==> src/rtl/stream_arb_if.sv <==
// Handshake/bus bundle between the stream arbiter, the core result
// buffers and the DMA write side.
interface stream_arb_if #(
  parameter int N_CORE = 4,
  parameter int AW     = 8,
  parameter int IW     = 2
);
  logic [N_CORE-1:0] fin_req;
  logic [AW-1:0]     burst_len;
  logic              dst_ready;
  logic              rd_v;
  logic [N_CORE-1:0] rd_sel;
  logic [AW-1:0]     rd_addr;
  logic              dst_valid;
  logic              dst_last;
  logic [IW-1:0]     dst_id;
  logic [N_CORE-1:0] done;
  logic              busy;

  modport master (
    input  fin_req, burst_len, dst_ready,
    output rd_v, rd_sel, rd_addr, dst_valid, dst_last, dst_id, done, busy
  );

  modport slave (
    output fin_req, burst_len, dst_ready,
    input  rd_v, rd_sel, rd_addr, dst_valid, dst_last, dst_id, done, busy
  );
endinterface

==> src/rtl/stream_arb.sv <==
// Round-robin scheduler sharing one output stream between N_CORE result
// buffers. Finish pulses are latched, one core is granted at a time, its
// buffer is read sequentially, and the registered stream beat follows each
// read by one cycle. dst_ready low freezes everything but request capture.
module stream_arb #(
  parameter int N_CORE = 4,
  parameter int AW     = 8,
  parameter int IW     = 2
) (
  input  logic          clk,
  input  logic          rst,
  stream_arb_if.master  bus
);

  typedef enum logic {IDLE, STREAM} state_t;

  state_t            state, state_nxt;
  logic [N_CORE-1:0] pend, pend_nxt;
  logic [N_CORE-1:0] rd_sel, rd_sel_nxt;
  logic [N_CORE-1:0] grant;
  logic [AW-1:0]     rd_addr, rd_addr_nxt;
  logic [AW-1:0]     len, len_nxt;
  logic [IW-1:0]     rr_ptr, rr_ptr_nxt;
  logic [IW-1:0]     win_idx, cand, sel_idx;
  logic              win_found;
  logic              at_end;
  logic              rd_v;
  logic              dst_valid, dst_last;
  logic [IW-1:0]     dst_id;
  logic [N_CORE-1:0] done_w;

  assign at_end = (rd_addr == len);
  assign rd_v   = (state == STREAM) && bus.dst_ready;

  // Round-robin search: first pending core after rr_ptr, wrapping.
  always_comb begin
    win_found = 1'b0;
    win_idx   = '0;
    cand      = '0;
    for (int unsigned i = 1; i <= N_CORE; i++) begin
      cand = IW'((32'(rr_ptr) + i) % N_CORE);
      if (!win_found && pend[cand]) begin
        win_found = 1'b1;
        win_idx   = cand;
      end
    end
  end

  // One-hot grant to binary index, used to tag the outgoing beat.
  always_comb begin
    sel_idx = '0;
    for (int unsigned i = 0; i < N_CORE; i++) begin
      if (rd_sel[i]) sel_idx = IW'(i);
    end
  end

  // FSM next state: arbitrate in IDLE, walk the buffer in STREAM.
  always_comb begin
    state_nxt   = state;
    rd_sel_nxt  = rd_sel;
    rd_addr_nxt = rd_addr;
    len_nxt     = len;
    rr_ptr_nxt  = rr_ptr;
    grant       = '0;
    unique case (state)
      IDLE: begin
        if (win_found) begin
          grant[win_idx] = 1'b1;
          rd_sel_nxt     = '0;
          rd_sel_nxt[win_idx] = 1'b1;
          rr_ptr_nxt     = win_idx;
          len_nxt        = bus.burst_len;
          rd_addr_nxt    = '0;
          state_nxt      = STREAM;
        end
      end
      STREAM: begin
        if (bus.dst_ready) begin
          if (at_end) begin
            state_nxt   = IDLE;
            rd_sel_nxt  = '0;
            rd_addr_nxt = '0;
          end else begin
            rd_addr_nxt = rd_addr + 1'b1;
          end
        end
      end
      default: state_nxt = IDLE;
    endcase
  end

  // A new finish pulse wins over the clear caused by a same-cycle grant.
  always_comb begin
    pend_nxt = (pend & ~grant) | bus.fin_req;
  end

  // Control state registers.
  always_ff @(posedge clk) begin
    if (rst) begin
      state   <= IDLE;
      pend    <= '0;
      rd_sel  <= '0;
      rd_addr <= '0;
      len     <= '0;
      rr_ptr  <= IW'(N_CORE - 1);
    end else begin
      state   <= state_nxt;
      pend    <= pend_nxt;
      rd_sel  <= rd_sel_nxt;
      rd_addr <= rd_addr_nxt;
      len     <= len_nxt;
      rr_ptr  <= rr_ptr_nxt;
    end
  end

  // Output beat registers advance only while downstream accepts.
  always_ff @(posedge clk) begin
    if (rst) begin
      dst_valid <= 1'b0;
      dst_last  <= 1'b0;
      dst_id    <= '0;
    end else if (bus.dst_ready) begin
      dst_valid <= rd_v;
      dst_last  <= rd_v && at_end;
      dst_id    <= sel_idx;
    end
  end

  // Completion pulse for the core whose last beat is being accepted.
  always_comb begin
    done_w = '0;
    if (dst_valid && dst_last && bus.dst_ready) done_w[dst_id] = 1'b1;
  end

  assign bus.rd_v      = rd_v;
  assign bus.rd_sel    = rd_sel;
  assign bus.rd_addr   = rd_addr;
  assign bus.dst_valid = dst_valid;
  assign bus.dst_last  = dst_last;
  assign bus.dst_id    = dst_id;
  assign bus.done      = done_w;
  assign bus.busy      = (state != IDLE) || dst_valid;

endmodule
==> src/flat_wrapper.sv <==
// flat-port wrapper written by rule: the top's interface ports become plain ports
module stream_arb_flat 
#(
  parameter int N_CORE = 4,
  parameter int AW     = 8,
  parameter int IW     = 2
)
  (clk, rst, bus_fin_req, bus_burst_len, bus_dst_ready, bus_rd_v, bus_rd_sel, bus_rd_addr, bus_dst_valid, bus_dst_last, bus_dst_id, bus_done, bus_busy);
  stream_arb_if #(.N_CORE(N_CORE), .AW(AW), .IW(IW)) bus_i ();
  input  logic clk;
  input  logic rst;
  input wire logic [$bits(bus_i.fin_req)-1:0] bus_fin_req;
  input wire logic [$bits(bus_i.burst_len)-1:0] bus_burst_len;
  input wire logic [$bits(bus_i.dst_ready)-1:0] bus_dst_ready;
  output wire logic [$bits(bus_i.rd_v)-1:0] bus_rd_v;
  output wire logic [$bits(bus_i.rd_sel)-1:0] bus_rd_sel;
  output wire logic [$bits(bus_i.rd_addr)-1:0] bus_rd_addr;
  output wire logic [$bits(bus_i.dst_valid)-1:0] bus_dst_valid;
  output wire logic [$bits(bus_i.dst_last)-1:0] bus_dst_last;
  output wire logic [$bits(bus_i.dst_id)-1:0] bus_dst_id;
  output wire logic [$bits(bus_i.done)-1:0] bus_done;
  output wire logic [$bits(bus_i.busy)-1:0] bus_busy;
  assign bus_i.fin_req = bus_fin_req;
  assign bus_i.burst_len = bus_burst_len;
  assign bus_i.dst_ready = bus_dst_ready;
  assign bus_rd_v = bus_i.rd_v;
  assign bus_rd_sel = bus_i.rd_sel;
  assign bus_rd_addr = bus_i.rd_addr;
  assign bus_dst_valid = bus_i.dst_valid;
  assign bus_dst_last = bus_i.dst_last;
  assign bus_dst_id = bus_i.dst_id;
  assign bus_done = bus_i.done;
  assign bus_busy = bus_i.busy;
  stream_arb #(.N_CORE(N_CORE), .AW(AW), .IW(IW)) u_core (.clk(clk), .rst(rst), .bus(bus_i));
endmodule
==> config.mk <==
export PLATFORM = sky130hd
export DESIGN_NAME = stream_arb_flat
export DESIGN_NICKNAME = d
export VERILOG_FILES = /design/src/rtl/stream_arb_if.sv /design/src/rtl/stream_arb.sv /design/src/flat_wrapper.sv
export SDC_FILE = /design/constraint.sdc
export NUM_CORES = 1
export LEC_CHECK = 0
export ABC_CLOCK_PERIOD_IN_PS = 1620
export BUFFER_PORTS_ARGS = -buffer_cell sky130_fd_sc_hd__buf_2
export CAP_MARGIN = 25
export CORE_ASPECT_RATIO = 0.75
export CORE_MARGIN = 2
export CORE_UTILIZATION = 47
export DETAILED_ROUTE_END_ITERATION = 12
export GPL_TIMING_DRIVEN = 0
export PLACE_DENSITY = 0.74
export SYNTH_ARGS = -nofsm -noshare
export SYNTH_HDL_FRONTEND = slang
export SYNTH_SLANG_ARGS = --single-unit
==> constraint.sdc <==
create_clock -name clk -period 1.62 [get_ports clk]
set_input_delay 0 -clock clk [delete_from_list [all_inputs] [get_ports clk]]
set_output_delay 0 -clock clk [all_outputs]
set_load 0.02 [all_outputs]
==> impl_summary.log <==
[metrics] run status: finished, final reports clean
[metrics] H-tree depth: 2
[metrics] DRC viols: 0
[metrics] die area: ~3700 um2
[metrics] Hold Crit Class: input pin to flop
[metrics] combinational power share: 0.264
[metrics] worst-case headroom to the max-slew limit: 0.6719
[metrics] num rows: 17
[metrics] top cell types by occurrence after synthesis: sky130_fd_sc_hd__dfxtp_1 (31), sky130_fd_sc_hd__nand2_1 (24), sky130_fd_sc_hd__nor2_1 (16)
[metrics] total wirelength of the detailed-routed design: between 3000 and 4000 um
[metrics] TritonCTS Buffers: 5
[metrics] library cell with the highest instance count after synthesis: sky130_fd_sc_hd__dfxtp_1
[metrics] Post-synth EDFFs: 0
[metrics] count of maximum capacitance violations: 0
[metrics] Switching Power: around 600 uW
[metrics] register bit total from synthesis: 31
[metrics] slew at the pin closest to its max-slew limit: 0.4922 ns
[metrics] number of sinks handled by clock tree synthesis: 31
[metrics] Crit Path Max Fanout: 7
[metrics] Buffers on Ports: 35
[metrics] slowest CP cell: sky130_fd_sc_hd__a311o_1
[metrics] sum of met3 wire segment lengths after detailed routing: 198 um
[metrics] Die Ht: 53.38 um
[metrics] Pre-antenna DRT Iters: 4
[metrics] portion of the clock cycle consumed by the worst path in the final layout: 0.9977
[metrics] portion of total power attributed to sequential cells: 0.456
[metrics] Final Hold Fails: 0
[metrics] Synth top area share: 0.4062
[metrics] pin count of the biggest net entering global routing: 11
[metrics] gate count after technology mapping: 185
[metrics] number of diodes: 0
[metrics] power density of the placed cells: ~970 nW/um2
[metrics] total routed wire length on the met1 layer: roughly 1900 um
[metrics] number of buffers on the longest clock path: 2
[metrics] number of synthesis warnings: 0
[metrics] Mean Syn Cell Area: around 8.3 um2
[metrics] chain of cells forming the critical path: or2_0, a311o_1, or3_1, o22ai_1
[metrics] routed wire length on met2: 1600 um
[metrics] CTS tree: done
[metrics] crit path buf inv count: 0
[metrics] drt via density: ~5.4
[metrics] internal power component: ~1.3 mW
[metrics] number of pins with negative max-slew slack in the final report: 0
[metrics] largest area contributor in the synthesized netlist: sky130_fd_sc_hd__dfxtp_1
[metrics] CP Class: flop to flop
[metrics] register clock-pin slew on the reported worst setup and hold paths: 0.06 ns
[metrics] global-route usage over all layers: 0.2109
[metrics] final global-route overflow total: 0
[metrics] number of global-route vias before repair: ~1,300
[metrics] antenna-violating nets left: 0
[metrics] Final min period: ~1.6 ns
[metrics] required time worst endpoint: between 1.5 and 2 ns
[metrics] sequential element share of the synthesized area: 0.4062
[metrics] number of design-rule violations left by the first detailed-router iteration: about 120
[metrics] async set-reset flop share out of synthesis: 0
[metrics] biggest area contributors in the synthesized netlist: sky130_fd_sc_hd__dfxtp_1 (41%), sky130_fd_sc_hd__nand2_1 (5.9%), sky130_fd_sc_hd__xnor2_1 (5.2%)
[metrics] sum of net half-perimeters after detailed placement: 2536 um
[metrics] Post-Syn Area: between 1500 and 2000 um2
[metrics] CP Launch Type: flop
[metrics] fraction of final layout cells with drive strength greater than 1: 0.2798
[metrics] antenna violations before repair: 0
[metrics] number of nets produced by synthesis: between 200 and 250
[metrics] family of cells with the greatest summed delay on the critical path: simple AND/OR/NAND/NOR gates
[metrics] final core area utilization: 0.6690
[metrics] highest routed layer: met4
[metrics] RD Place Congestion: 0.8636
[metrics] growth of design area from synthesis to finish: 32.27%
[metrics] ys flop type: sky130_fd_sc_hd__dfxtp_1
[metrics] Crit path arrival time: 1.83 ns
[metrics] I/O pins: 37
[metrics] clock latency on the worst-skew pair: approximately 0.28 ns
[metrics] wire length of the first global-routing pass: about 6000 um
[metrics] clock group share of total power: 0.281
[metrics] Final setup viols: 0
[metrics] Critical Path Sink Type: flop
[metrics] Vias: around 1,500
[metrics] RSZ-0062 raised after global routing: true
[metrics] switching fraction of total power: 0.3141
[metrics] Highest Clock Rate: around 0.62 GHz
[metrics] RR Startpoint: u_core.pend[1]$_SDFF_PP0_
[metrics] VDD IR-drop max: approximately 0.00054 V
[metrics] minimum hold slack: a little under 0.006 ns
[metrics] setup slack of the worst register-to-register path: roughly 0.0038 ns
[metrics] Critical Path Start: u_core.pend[1]$_SDFF_PP0_
[metrics] Final Net Count: 260
[metrics] Core Box Area: 3020 um2
[metrics] source of the worst hold timing path: bus_fin_req[1]
[metrics] wire length per cell after detailed routing: 13.19 um
[metrics] cell chosen for the clock root: sky130_fd_sc_hd__clkbuf_8
[metrics] post-synth cell types: 40
[metrics] leakage power: roughly 0.85 nW
[metrics] Clock Skew: 0.007932 ns
[metrics] die width: between 60 and 70 um
[metrics] delay contributed by the slowest stage of the critical path: between 0.4 and 0.5 ns
[metrics] effective utilization at floorplan: 0.5058
## what timing repair did
action                                 in CTS  in global routing
cloned                                      0                  0
gates resized for setup                     2                 11
endpoints found under the hold margin      11                  0
hold buffers                               11                  0
setup endpoints to repair                  10                 18
setup buffers                               2                  5
pin swaps                                   3                  6
## through the flow
stage          std cells  worst slack, ns  area, um2  total power [mW]  setup TNS (ns)
2_1_floorplan        185          0.01188       1530             1.203               0
3_3_place_gp         258          -0.1204       1753             1.320         -0.6729
3_5_place_dp         258          -0.1164       1753             1.325         -0.5986
4_1_cts              277          0.01437       1957             1.917               0
5_1_grt              281         -0.05060       2021             2.052         -0.1074
6_report             281         0.003780       2021             1.955               0
## layout by cell type (no fill, tap or decap), drive strengths merged, types with 2 or more instances in the layout
cell,n
and2,2
buf,48
nand3,12
o2bb2ai,2
o211ai,2
o21ai,5
xnor2,9
nor2b,2
and3,4
dlygate4sd3,11
nand2b,5
clkbuf,9
nor2,17
o21a,2
dfxtp,31
or2,2
a211oi,3
nor3,3
nand2,24
inv,8
a21oi,14
nand4,3
a211o,2
nor3b,2
o2111ai,4
o22ai,4
a311oi,4
## path summary, 6_finish.rpt
| check | end | depth (start not counted) |
|---|---|---|
| setup / recovery | u_core.bus.rd_sel[2]$_SDFFE_PP0P_ | 4 |
| hold / removal | u_core.pend[1]$_SDFF_PP0_ | 3 |
| setup reg to reg | u_core.bus.rd_sel[2]$_SDFFE_PP0P_ | 4 |
| hold reg to reg | u_core.len[6]$_SDFFE_PP0P_ | 2 |
## per-layer routing
layer	vias up	global-route usage
met2	41	0.3254
met4	0	0.07692
met3	7	0.06286
met1	678	0.2808
met5	-	0
li1	781	-
## power by group through the flow
stage	Clock [mW]	Sequential, mW	Combinational [mW]
detailed placement	0	0.904	0.422
floorplan	0	0.915	0.288
global placement	0	0.902	0.418
global route	0.587	0.901	0.564
finish	0.549	0.890	0.515
CTS	0.561	0.887	0.469
## state kept, by name, summed over array words and instances, names as in the netlist, 2 cells and up
| register | flops |
|---|---|
| u_core.rr_ptr | 2 |
| u_core.pend | 4 |
| u_core.bus.dst_id | 2 |
| u_core.bus.rd_addr | 8 |
| u_core.len | 8 |
| u_core.bus.rd_sel | 4 |
## cell families (layout without fill, tap and decap cells)
| logic type | after synthesis | after routing | synth area share |
|---|---|---|---|
| compound gates | 45 | 45 | 0.1998 |
| xor+xnor | 10 | 10 | 0.05733 |
| fa+ha+maj | 1 | 1 | 0.008189 |
| buf+inv | 18 | 76 | 0.05815 |
| flops | 31 | 31 | 0.4062 |
| mux | 1 | 1 | 0.01474 |
| simple gates | 79 | 79 | 0.2555 |
## layout make-up
cell class	instances	area (um2)
fillers	264	999.7
multi-input cells	136	849.6
flip-flops and latches	31	626.9
repair buffers	53	337.8
clock buffers	6	72.57
plain buffers	9	56.30
well taps	38	47.55
inverters	8	30.03
## tightest hold or removal path: cells and delay by family
kind / cells / cell delay [ns]
AOI/OAI and AO/OA: 1 / 0.06
and+or+nand+nor: 1 / 0.08
buffers and inverters: 1 / 0.11
Power figures use the tool's default switching activity.
